<file path="src/rtl/n101_uart_txq_if.sv">
`default_nettype none
// ---------------------------------------------------------------------------
// Module      : n101_uart_txq_if
// Description : Byte-wide ready/valid handshake bundle used on both sides of
//               the UART transmit queue. The master drives valid/bits and the
//               slave drives ready.
// Revision    : 1.0 - initial release
// ---------------------------------------------------------------------------
interface n101_uart_txq_if #(
  parameter int DW = 8
) ();
  logic          valid;
  logic          ready;
  logic [DW-1:0] bits;

  modport master (
    output valid,
    output bits,
    input  ready
  );

  modport slave (
    input  valid,
    input  bits,
    output ready
  );
endinterface
`default_nettype wire

</file>
<file path="src/rtl/n101_uart_txq.sv">
`default_nettype none
// ---------------------------------------------------------------------------
// Module      : n101_uart_txq
// Description : UART transmit FIFO. Accepts bytes from the register interface
//               on the enq port and presents them first-word-fall-through to
//               the transmitter on the deq port. Produces the fill level,
//               full/empty flags and the TX watermark interrupt.
//               Optional feature macro: N101_UART_TXQ_OVF_EN enables a sticky
//               overflow flag on ovf; when undefined ovf is tied low.
// Revision    : 1.0 - initial release
// ---------------------------------------------------------------------------
module n101_uart_txq #(
  parameter int DEPTH = 8,
  parameter int AW    = 3,
  parameter int DW    = 8
) (
  input  wire             clock,
  input  wire             reset,
  input  wire             clear,
  n101_uart_txq_if.slave  enq,
  n101_uart_txq_if.master deq,
  input  wire [AW-1:0]    txcnt,
  output logic [AW:0]     count,
  output logic            full,
  output logic            empty,
  output logic            txwm_ip,
  output logic            ovf
);

  localparam logic [AW:0] C_DEPTH = (AW+1)'(DEPTH);
  localparam logic [AW:0] C_ZERO  = '0;

  // Storage and pointers. Storage is deliberately not reset.
  logic [DW-1:0] r_mem [DEPTH];
  logic [AW-1:0] r_wptr;
  logic [AW-1:0] r_rptr;
  logic [AW:0]   r_count;

  // Handshake qualifiers.
  logic w_full;
  logic w_empty;
  logic w_do_enq;
  logic w_do_deq;
  logic w_ovf_attempt;
  logic [AW:0] w_count_nxt;

  assign w_full        = (r_count == C_DEPTH);
  assign w_empty       = (r_count == C_ZERO);
  // A full queue never accepts, even if the transmitter drains this cycle.
  assign w_do_enq      = enq.valid && !w_full;
  assign w_do_deq      = deq.ready && !w_empty;
  assign w_ovf_attempt = enq.valid && w_full;

  assign enq.ready = !w_full;
  assign deq.valid = !w_empty;
  assign deq.bits  = r_mem[r_rptr];

  assign count   = r_count;
  assign full    = w_full;
  assign empty   = w_empty;
  assign txwm_ip = (r_count < {1'b0, txcnt});

  // Next fill level from the enqueue/dequeue combination.
  always_comb begin
    w_count_nxt = r_count;
    case ({w_do_enq, w_do_deq})
      2'b10:   w_count_nxt = r_count + 1'b1;
      2'b01:   w_count_nxt = r_count - 1'b1;
      default: w_count_nxt = r_count;
    endcase
  end

  // Byte storage write; a clear in the same cycle discards the byte.
  always_ff @(posedge clock) begin
    if (w_do_enq && !clear) begin
      r_mem[r_wptr] <= enq.bits;
    end
  end

  // Pointer and fill-level registers; clear outranks enqueue/dequeue.
  always_ff @(posedge clock or posedge reset) begin
    if (reset) begin
      r_wptr  <= '0;
      r_rptr  <= '0;
      r_count <= '0;
    end else if (clear) begin
      r_wptr  <= '0;
      r_rptr  <= '0;
      r_count <= '0;
    end else begin
      if (w_do_enq) begin
        r_wptr <= r_wptr + 1'b1;
      end
      if (w_do_deq) begin
        r_rptr <= r_rptr + 1'b1;
      end
      r_count <= w_count_nxt;
    end
  end

`ifdef N101_UART_TXQ_OVF_EN
  logic r_ovf;

  // Sticky overflow flag, set by a write attempt on a full queue.
  always_ff @(posedge clock or posedge reset) begin
    if (reset) begin
      r_ovf <= 1'b0;
    end else if (clear) begin
      r_ovf <= 1'b0;
    end else if (w_ovf_attempt) begin
      r_ovf <= 1'b1;
    end
  end

  assign ovf = r_ovf;
`else
  logic w_unused_ovf;
  assign w_unused_ovf = w_ovf_attempt;
  assign ovf          = 1'b0;
`endif

endmodule
`default_nettype wire
</file>
<file path="src/flat_wrapper.sv">
// flat-port wrapper written by rule: the top's interface ports become plain ports
module n101_uart_txq_flat 
#(
  parameter int DEPTH = 8,
  parameter int AW    = 3,
  parameter int DW    = 8
)
  (clock, reset, clear, txcnt, count, full, empty, txwm_ip, ovf, enq_valid, enq_bits, enq_ready, deq_valid, deq_bits, deq_ready);
  n101_uart_txq_if #(.DW(DW)) enq_i ();
  n101_uart_txq_if #(.DW(DW)) deq_i ();
  input  wire clock;
  input  wire reset;
  input  wire clear;
  input  wire [AW-1:0] txcnt;
  output logic [AW:0] count;
  output logic full;
  output logic empty;
  output logic txwm_ip;
  output logic ovf;
  input wire logic [$bits(enq_i.valid)-1:0] enq_valid;
  input wire logic [$bits(enq_i.bits)-1:0] enq_bits;
  output wire logic [$bits(enq_i.ready)-1:0] enq_ready;
  output wire logic [$bits(deq_i.valid)-1:0] deq_valid;
  output wire logic [$bits(deq_i.bits)-1:0] deq_bits;
  input wire logic [$bits(deq_i.ready)-1:0] deq_ready;
  assign enq_i.valid = enq_valid;
  assign enq_i.bits = enq_bits;
  assign enq_ready = enq_i.ready;
  assign deq_valid = deq_i.valid;
  assign deq_bits = deq_i.bits;
  assign deq_i.ready = deq_ready;
  n101_uart_txq #(.DEPTH(DEPTH), .AW(AW), .DW(DW)) u_core (.clock(clock), .reset(reset), .clear(clear), .enq(enq_i), .deq(deq_i), .txcnt(txcnt), .count(count), .full(full), .empty(empty), .txwm_ip(txwm_ip), .ovf(ovf));
endmodule
</file>
<file path="config.mk">
export PLATFORM = sky130hd
export DESIGN_NAME = n101_uart_txq_flat
export DESIGN_NICKNAME = d
export VERILOG_FILES = /design/src/rtl/n101_uart_txq_if.sv /design/src/rtl/n101_uart_txq.sv /design/src/flat_wrapper.sv
export SDC_FILE = /design/constraint.sdc
export NUM_CORES = 1
export LEC_CHECK = 0
export BUFFER_PORTS_ARGS = -buffer_cell sky130_fd_sc_hd__buf_2
export CAP_MARGIN = 0
export CORE_MARGIN = 4
export CORE_UTILIZATION = 52
export CTS_BUF_LIST = sky130_fd_sc_hd__clkbuf_16
export CTS_CLUSTER_SIZE = 25
export DETAILED_ROUTE_END_ITERATION = 6
export PLACE_DENSITY = 0.81
export SETUP_SLACK_MARGIN = 0.05
export SYNTH_ARGS = -nofsm -noshare
export SYNTH_HDL_FRONTEND = slang
export SYNTH_SLANG_ARGS = --single-unit
</file>
<file path="constraint.sdc">
create_clock -name clock -period 2.7 [get_ports clock]
set_clock_uncertainty 0.2 [all_clocks]
set_input_delay 0.54 -clock clock [delete_from_list [all_inputs] [get_ports clock]]
set_output_delay 0.54 -clock clock [all_outputs]
set_load 0.005 [all_outputs]
</file>
==> metrics.md <==
| Metric | Value |
|---|---|
| Hold_ws | `0.281 ns` |
| Largest net degree at the start of global routing | `19` |
| Total track usage | `18.0%` |
| Sequential share of the synthesized area | `between 60% and 70%` |
| Via count | `1,778` |
| Initial Util | `between 50% and 60%` |
| First-pass GRT wire length | `between 9000 and 10,000 um` |
| Worst VDD drop | `0.000513 V` |
| Tcrit/Tclk final | `95.0%` |
| Remaining global-route overflow | `0` |
| Post-Syn Area | `3190 um2` |
| Rel. slew slack | `39.4%` |
| Post-synthesis mux area share | `15.1%` |
| Kind of critical path | `reg2out` |
| Pre-CTS setup slack | `0.0993 ns` |
| Pwr per Cell Area | `959 nW/um2` |
| Final Worst Setup Slack | `0.136 ns` |
| HPWL Detailed | `3900 um` |
| N_diodes | `0` |
| Post-synthesis register bit count | `74` |
| Simple logic cell fraction of the synthesized area | `5.64%` |
| Endpoints failing setup | `0` |
| CP Max Fanout | `9` |
| Routed WL | `approximately 6200 um` |
| Drt drc | `0` |
| Hold Path Class | `in2reg` |
| Syn nets | `205` |
| Sequential Area | `2170 um2` |
| Max-cap viol count | `0` |
| Area leader, netlist | `edfxtp_1` |
| Setup TNS | `0 ns` |
| Worst EP arrival | `1.82 ns` |
| Clock sinks | `74` |
| Synth Area in XOR/XNOR | `1.65%` |
| Avg WL per Cell | `20.2 um` |
| DRT Pass-1 Iters | `4` |
| Syn_area_per_cell | `17.5 um2` |
| R2r setup slk | `0.14 ns` |
| Clock latency on the worst-skew pair | `0.33 ns` |
| Synth Area in Compound Gates | `3.92%` |
| Largest family of logic cells by synthesized area | `multiplexers` |
| Period minus WS final | `2.56 ns` |
| LEAKAGE | `1.43 nW` |
| CTS Buf Count | `9` |
| Hold Vio Cnt, Final | `0` |
| Nets | `252` |
| Root buf cell | `clkbuf_16` |
| Slew Limit Fails | `0` |
| Core Area | `5960 um2` |
| CP required | `1.96 ns` |
| Actual slew at the worst max-slew pin | `0.906 ns` |
| Worst setup EP type | `primary output` |
| Area of the multi-input gates | `roughly 970 um2` |
| Share of the synthesized area in the top cell type | `60.2%` |
| RSZ-0062 raised after global routing | `false` |
| # fillers | `407` |
| Cells after Synth | `roughly 180` |
| Number of port buffers | `32` |
| Die Area | `7460 um2` |
| Site Rows | `28` |
| Antenna-violating nets left | `0` |
| H-Tree Depth | `3` |
| Vias in the first global route | `1,850` |
| Layout Utilization | `64.7%` |
| Die Ht | `about 86 um` |
| Synth Area in Adders | `under 10%` |
| Layout cell share with drive strength beyond 1 | `39.3%` |
| F_max | `approximately 0.39 GHz` |
| Die width | `86.3 um` |
| Clock-pin transition on the worst setup and hold timing paths | `roughly 0.06 ns` |
| Clock Tree Buf Depth | `2` |
| P&R area growth vs syn | `20.8%` |
| Drt initial violations | `90` |
| Placer Congestion | `slightly above 0.8` |
| Top post-synthesis cells by area | `edfxtp_1 60%, mux4_2 11%, dfrtp_1 7.8%, mux2_2 2.8%, ha_1 2.4%` |
| Yosys warns | `0` |
| Type of origin of the critical path | `register` |
| Outcome | `finished, final reports clean` |
| Initial antenna violation count | `0` |
| CTS tree | `built` |
| Netlist cell types | `36` |
| Routed vias/inst | `5.75` |
| Total Power | `approximately 3.7 mW` |
| Num ports | `34` |
cell usage after synthesis (all sizes together):
cell,count
edfxtp,64
mux4,16
nor2,15
dfrtp,10
mux2,8
buf,7
nand2,7
ha,6
inv,5
a211oi,4
clkbuf,4
nand2b,4
a21oi,3
mux2i,3
nor3,3
xnor2,3
xor2,3
a21o,2
nand3,2
a311o,1
and3,1
conb,1
fa,1
nand3b,1
nand4b,1
nor4b,1
o211ai,1
o311a,1
o41a,1
o41ai,1
or3,1
or4b,1
what timing repair did:
action / in CTS / in global routing
endpoints found under the setup margin: 0 / 18
hold buffers: 1 / 0
endpoints found under the hold margin: 1 / 0
gates resized for setup: 0 / 2
setup buffers: 0 / 1
sequential cells by signal, indices dropped and copies added, names as in the netlist:
register / count
u_core.r_mem: 64
u_core.count: 4
u_core.r_wptr: 3
u_core.r_rptr: 3
worst max-delay path, stage by stage (launching register included):
cell and delay [ns]:
dfrtp_2 0.41, buf_12 0.16, mux4_2 0.51, mux2_2 0.29
buf_2 0.13
routing by layer:
| metal | share of wire, % | global-route usage, % | vias up |
|---|---|---|---|
| li1 | - | - | 809 |
| met3 | 4.5 | 2.85 | 8 |
| met1 | 40 | 22.4 | 911 |
| met5 | 0 | 0 | - |
| met2 | 53 | 30.4 | 50 |
| met4 | 1.8 | 9.35 | 0 |
metrics by stage:
step,instance area (um2),cells
after floorplan,3220,182
after global placement,3510,290
after detailed placement,3510,290
after CTS,3820,307
after global routing,3860,309
final,3860,309
worst paths after layout:
kind                                       start                  to  cells after the start
min in group asynchronous                  reset     u_core.count[3]                      3
worst min-delay path                 enq_bits[3]  u_core.r_mem[2][3]                      1
worst min register to register  u_core.r_wptr[0]    u_core.r_wptr[0]                      2
worst max-delay path            u_core.r_rptr[0]         deq_bits[1]                      4
worst max register to register   u_core.count[0]     u_core.count[3]                      8
max in group asynchronous                  reset    u_core.r_rptr[0]                      3
kinds of logic after synthesis:
family | after synthesis
AO/OA/AOI/OAI | 14
XOR/XNOR | 6
adder cells (fa/ha/maj) | 7
buffers and inverters | 16
flip-flops | 74
multiplexers | 27
other | 1
AND/OR/NAND/NOR | 37
power breakdown:
| part | switching [mW] | internal [mW] |
|---|---|---|
| combinational | 0.536 | 0.624 |
| sequential | 0.0511 | 1.32 |
| clock | 0.449 | 0.713 |
| total | 1.04 | 2.66 |
final cells by class:
cell class              count  area share [%]
clock buffers               9            5.84
clock inverters             7            1.82
inverters                   5           0.487
multi-input cells          92            25.1
flip-flops and latches     74            56.4
well taps                  75            2.43
repair buffers             47            7.92
cell usage in the layout, fill, tap and decap left out, types with 2 or more instances in the layout:
| cell type | n |
|---|---|
| inv_1 | 6 |
| buf_2 | 32 |
| xnor2_1 | 3 |
| nand2b_1 | 4 |
| mux2i_1 | 3 |
| ha_1 | 5 |
| mux4_2 | 16 |
| edfxtp_1 | 64 |
| a211oi_2 | 2 |
| a21o_1 | 2 |
| xor2_1 | 3 |
| clkbuf_16 | 10 |
| dfrtp_1 | 9 |
| a211oi_1 | 2 |
| nand2_1 | 7 |
| buf_4 | 12 |
| a21oi_1 | 2 |
| nand3_1 | 2 |
| nor3_1 | 3 |
| mux2_2 | 8 |
| clkinvlp_4 | 2 |
| nor2_1 | 15 |
Note: power is estimated with default switching activity, not from simulation.
